===== src/rtl/truth_table_sweeper_pkg.sv =====
// Shared definitions for the truth-table sweeper: FSM states, default settle
// time, the four lab reference tables and a counter-width helper.
package truth_table_sweeper_pkg;

  typedef enum logic [1:0] {
    IDLE   = 2'd0,
    SETTLE = 2'd1,
    SAMPLE = 2'd2,
    DONE   = 2'd3
  } sweep_state_t;

  localparam int DEF_SETTLE_CYCLES = 1;

  localparam logic [15:0] TT1 = 16'h7F01;
  localparam logic [7:0]  TT2 = 8'hBB;
  localparam logic [15:0] TT3 = 16'hFAF2;
  localparam logic [7:0]  TT4 = 8'hCD;

  // Settle counter only ever holds SETTLE_CYCLES-1, so clog2 bits suffice.
  function automatic int cnt_width(input int settle);
    return (settle > 1) ? $clog2(settle) : 1;
  endfunction

endpackage


===== src/rtl/sweep_settle_counter.sv =====
// Loadable down-counter with zero flag; times how long each stimulus row is
// held before Y is sampled.
module sweep_settle_counter #(
  parameter int CNT_W = 1
) (
  input  logic             clk,
  input  logic             reset,
  input  logic             load,
  input  logic             dec,
  input  logic [CNT_W-1:0] load_val,
  output logic             zero
);

  logic [CNT_W-1:0] cnt;

  always_ff @(posedge clk or posedge reset) begin
    if (reset) begin
      cnt <= '0;
    end else if (load) begin
      cnt <= load_val;
    end else if (dec && (cnt != '0)) begin
      cnt <= cnt - CNT_W'(1);
    end
  end

  assign zero = (cnt == '0);

endmodule


===== src/rtl/truth_table_sweeper.sv =====
// Drives every A..D combination onto a combinational table module and captures
// its Y into one packed word. Optional TT_COMPARE_EN adds expected_in / match.
module truth_table_sweeper
  import truth_table_sweeper_pkg::*;
#(
  parameter int N_INPUTS      = 4,
  parameter int SETTLE_CYCLES = DEF_SETTLE_CYCLES
) (
  input  logic                   clk,
  input  logic                   reset,
  input  logic                   start,
  input  logic                   y_in,
  output logic [N_INPUTS-1:0]    abcd_out,
  output logic                   busy,
  output logic                   done,
  output logic [2**N_INPUTS-1:0] table_out
`ifdef TT_COMPARE_EN
  ,
  input  logic [2**N_INPUTS-1:0] expected_in,
  output logic                   match
`endif
);

  localparam int ROWS  = 2**N_INPUTS;
  localparam int CNT_W = cnt_width(SETTLE_CYCLES);
  localparam logic [CNT_W-1:0]    RELOAD   = CNT_W'(SETTLE_CYCLES - 1);
  localparam logic [N_INPUTS-1:0] LAST_ROW = N_INPUTS'(ROWS - 1);

  sweep_state_t        state, state_nxt;
  logic [N_INPUTS-1:0] idx;
  logic [ROWS-1:0]     table_nxt;
  logic                accept;
  logic                last_row;
  logic                cnt_load;
  logic                cnt_dec;
  logic                cnt_zero;

  assign accept   = start && ((state == IDLE) || (state == DONE));
  assign last_row = (idx == LAST_ROW);

  sweep_settle_counter #(
    .CNT_W(CNT_W)
  ) u_settle (
    .clk     (clk),
    .reset   (reset),
    .load    (cnt_load),
    .dec     (cnt_dec),
    .load_val(RELOAD),
    .zero    (cnt_zero)
  );

  always_ff @(posedge clk or posedge reset) begin
    if (reset) begin
      state <= IDLE;
    end else begin
      state <= state_nxt;
    end
  end

  always_comb begin
    state_nxt = state;
    cnt_load  = 1'b0;
    cnt_dec   = 1'b0;
    case (state)
      IDLE, DONE: begin
        if (start) begin
          state_nxt = SETTLE;
          cnt_load  = 1'b1;
        end
      end
      SETTLE: begin
        if (cnt_zero) begin
          state_nxt = SAMPLE;
        end else begin
          cnt_dec = 1'b1;
        end
      end
      SAMPLE: begin
        if (last_row) begin
          state_nxt = DONE;
        end else begin
          state_nxt = SETTLE;
          cnt_load  = 1'b1;
        end
      end
      default: state_nxt = IDLE;
    endcase
  end

  // Current table with the row under sample merged in.
  always_comb begin
    table_nxt      = table_out;
    table_nxt[idx] = y_in;
  end

  always_ff @(posedge clk or posedge reset) begin
    if (reset) begin
      idx       <= '0;
      table_out <= '0;
    end else if (accept) begin
      idx       <= '0;
      table_out <= '0;
    end else if (state == SAMPLE) begin
      table_out <= table_nxt;
      if (!last_row) begin
        idx <= idx + N_INPUTS'(1);
      end
    end
  end

`ifdef TT_COMPARE_EN
  always_ff @(posedge clk or posedge reset) begin
    if (reset) begin
      match <= 1'b0;
    end else if (accept) begin
      match <= 1'b0;
    end else if ((state == SAMPLE) && last_row) begin
      match <= (table_nxt == expected_in);
    end
  end
`endif

  assign abcd_out = idx;
  assign busy     = (state == SETTLE) || (state == SAMPLE);
  assign done     = (state == DONE);

endmodule

===== config.mk =====
export PLATFORM = sky130hd
export DESIGN_NAME = truth_table_sweeper
export DESIGN_NICKNAME = d
export VERILOG_FILES = /design/src/rtl/truth_table_sweeper_pkg.sv /design/src/rtl/sweep_settle_counter.sv /design/src/rtl/truth_table_sweeper.sv
export SDC_FILE = /design/constraint.sdc
export NUM_CORES = 1
export LEC_CHECK = 0
export ABC_CLOCK_PERIOD_IN_PS = 3400
export CAP_MARGIN = 20
export CELL_PAD_IN_SITES_DETAIL_PLACEMENT = 0
export CELL_PAD_IN_SITES_GLOBAL_PLACEMENT = 1
export CORE_MARGIN = 8
export CORE_UTILIZATION = 35
export CTS_CLUSTER_DIAMETER = 150
export DETAILED_ROUTE_END_ITERATION = 6
export MAX_ROUTING_LAYER = met4
export PLACE_DENSITY_LB_ADDON = 0.1
export SYNTH_ARGS = -nofsm -noshare
export SYNTH_HDL_FRONTEND = slang
export SYNTH_SLANG_ARGS = --single-unit

===== constraint.sdc =====
create_clock -name clk -period 3.4 [get_ports clk]
set_input_delay 0.34 -clock clk [delete_from_list [all_inputs] [get_ports clk]]
set_output_delay 0.34 -clock clk [all_outputs]
set_load 0.02 [all_outputs]

==> impl_metrics.py <==
metrics = {
    "clock_tree": {
        "cts.clk_slew.worst_paths_ns": 0.13,
        "cts_buffers": 3,
        "ctsRootBufferMaster": "clkbuf_4",
        "cts_buffer_depth": 2,
        "cts_setup_buffers": 0,
        "h-tree-depth": 1,
        "clkLatencyLatePin_ns": 0.31,
        "clock_sinks": 23,
        "cts_resized": 0,
        "hold_buffers": 0,
        "cts_tree": "built",
    },
    "floorplan": {
        "pin_count": 26,
        "core_sq_mm": 0.003578,
        "dieArea_sq_mm": 0.005857,
        "start_util_pct": 35.84,
        "die_w_um": 76.53,
        "die_height_um": 76.53,
        "row_count": 22,
    },
    "sta": {
        "grt_setup_unrepaired": "no",
        "skew_ns": 0.005173,
        "fmax_mhz": 464.3,
        "fin_setup_tns_ns": 0,
        "finalCriticalPeriod_ns": 2.154,
        "final-setup-viol-count": 0,
        "post-route-period-util_pct": 63.35,
        "hold_viol": 0,
        "slew_violations": 0,
        "slew_headroom_pct": 39.63,
        "worst_slew_pin_slew_ns": 0.9046,
    },
    "global_route": {
        "grt_use_total_pct": 10.41,
        "grt_pass1_wl_mm": 4.995,
        "grt_pass1_vias": 977,
        "antenna_found_initial": 0,
        "grt_overflow_total": 0,
        "grt_max_degree": 27,
    },
    "setup_path": {
        "cp_cell_sequence": "inv_1 -> ha_1 -> inv_1 -> clkdlybuf4s50_1",
        "worst-path-buf-inv": 3,
        "cp.depth": 4,
        "critPathArrivalTime_ns": 1.81,
        "critPathCaptureType": "output port",
        "path_class": "flip-flop to output port",
        "required_ns": 3.06,
        "ff2ff_path_depth": 5,
        "timing.critical_path.mode_cell": "inv_1",
        "cp_slowest_stage_delay_ns": 0.59,
        "crit_slowest_cell": "clkdlybuf4s50_1",
        "crit_end": "busy",
        "crit_family": "buffers and inverters",
        "r2r-end": "state[1]",
        "r2r_slack_ns": 1.39,
        "startpoint": "state[0]",
        "r2r-start": "state[0]",
        "crit_fanout": 5,
        "startpoint_type": "flip-flop",
    },
    "yosys": {
        "synth.avg_cell_area_sq_um": 10.18,
        "ys_seq_elements": 23,
        "synthesis.nets": 138,
        "seq_area_frac_synth_pct": 44.88,
        "syn_area_sq_mm": 0.001282,
        "synth_top_area_cell": "dfrtp_1",
        "yosys_warnings": 0,
        "synth_edf_count": 0,
        "synthArstFlopShare_pct": 100.0,
        "syn_inst": 126,
        "ys_types": 28,
        "synthTopCellsByArea": "dfrtp_1, mux2i_1, ha_1, nand4b_1, nand4_1",
        "netlist.area_leader.share_pct": 44.88,
        "synth_flop_cell": "dfrtp_1",
    },
    "place": {
        "io_buffers": 25,
        "routabilityCongestion": 0.7284,
        "post-dp-hpwl_mm": 2.022,
        "place_area_sq_mm": 0.001531,
    },
    "power": {
        "ir_worst_vdd_mv": 0.3277,
        "p_leak_nw": 0.7451,
        "p_total_uw": 863.9,
        "p_per_area_mw_per_mm2": 554.6,
    },
    "detailed_routing": {
        "firstDrtPassIters": 4,
        "ant_nets": 0,
        "post_drt_wl_per_cell_um": 15.28,
        "drt-total-wl_mm": 2.949,
        "drt-initial-drc-count": 99,
        "drc": 0,
        "viasPerCell": 5.192,
        "vias": 1002,
    },
    "worst_hold_path": {
        "min_path_type": "input port to async pin",
    },
    "layout": {
        "drive_gt1_share_pct": 6.207,
        "multiInputGateArea_sq_um": 611.8,
        "final_area_sq_mm": 0.001558,
        "final-seq-area_sq_um": 575.6,
        "insertedDiodeCount": 0,
        "syn2layout_area_growth_pct": 21.46,
        "fillers": 375,
        "nets": 158,
    },
    "flow_run": {
        "maxCapViolCount": 0,
    },
    "status": {
        "status": "finished, final reports clean",
    },
}
-- flip-flops by register name, indices dropped and copies added, names as in the netlist --
| register | count |
|---|---|
| table_out | 16 |
| abcd_out | 4 |
| state | 2 |
| u_settle.cnt | 1 |
-- synthesized netlist by cell type, drive strengths merged (2+ instances only) --
| cell | count |
|---|---|
| nand3 | 3 |
| nand4b | 8 |
| dfrtp | 23 |
| nand2 | 4 |
| nand4 | 9 |
| o21ai | 8 |
| nor2 | 13 |
| a21oi | 9 |
| ha | 8 |
| mux2i | 12 |
| clkbuf | 2 |
| buf | 8 |
| inv | 9 |
-- cell usage in the layout, fill, tap and decap left out, types with 3 or more instances in the layout --
master / synthesis / layout
clkdlybuf4s50_1: 0 / 25
dfrtp_1: 23 / 23
mux2i_1: 12 / 12
nor2_1: 12 / 12
inv_1: 9 / 9
a21oi_1: 9 / 9
nand4b_1: 8 / 8
nand4_1: 8 / 8
ha_1: 8 / 8
o21ai_0: 5 / 5
nand2_1: 4 / 4
nand3_1: 3 / 3
o21ai_1: 3 / 3
clkbuf_4: 0 / 3
-- routing by layer --
metal / global-route usage (%) / routed length (um) / up-vias
met5: - / 0 / -
met4: 2.885 / 21 / 0
met3: 2.948 / 119 / 4
met2: 15.08 / 1328 / 22
met1: 13.75 / 1480 / 496
li1: - / - / 480
-- worst min path at each step --
| stage | start | to | cells after the start |
|---|---|---|---|
| after floorplan | reset | abcd_out[0] | 1 |
| after global placement | table_out[14] | table_out[14] | 2 |
| after detailed placement | table_out[11] | table_out[11] | 2 |
| after CTS | reset | table_out[7] | 2 |
| after global routing | table_out[4] | table_out[4] | 2 |
| final | reset | table_out[7] | 2 |
-- where the power goes --
part	switching [mW]	leakage, nW	internal (mW)
combinational	0.240	0.414	0.151
sequential	0.0421	0.316	0.304
clock	0.0814	0.0150	0.0458
-- area by class of cell --
| cell class | instances | area share, % |
|---|---|---|
| multi-input cells | 84 | 39.28 |
| flip-flops and latches | 23 | 36.95 |
| repair buffers | 25 | 16.06 |
| well taps | 48 | 3.855 |
| inverters | 9 | 2.169 |
| clock buffers | 4 | 1.687 |
-- kinds of logic (layout without fill, tap and decap cells) --
group | count (synthesis) | count (layout) | synth area share, %
compound gates | 20 | 20 | 9.365
fa+ha+maj | 8 | 8 | 7.805
simple gates | 43 | 43 | 20.00
mux | 13 | 13 | 10.54
buf+inv | 19 | 38 | 7.415
flops | 23 | 23 | 44.88
-- metrics by stage --
stage          setup slack, ns  util, %  hold WS [ns]  instances
3_3_place_gp             1.504    42.80        0.5145        189
4_1_cts                  1.227    43.53        0.5300        193
2_1_floorplan            1.966        -        0.3419        126
5_1_grt                  1.158    43.53        0.5689        193
3_5_place_dp             1.428    42.80        0.5162        189
6_report                 1.246    43.53        0.5079        193
Power figures use the tool's default switching activity.
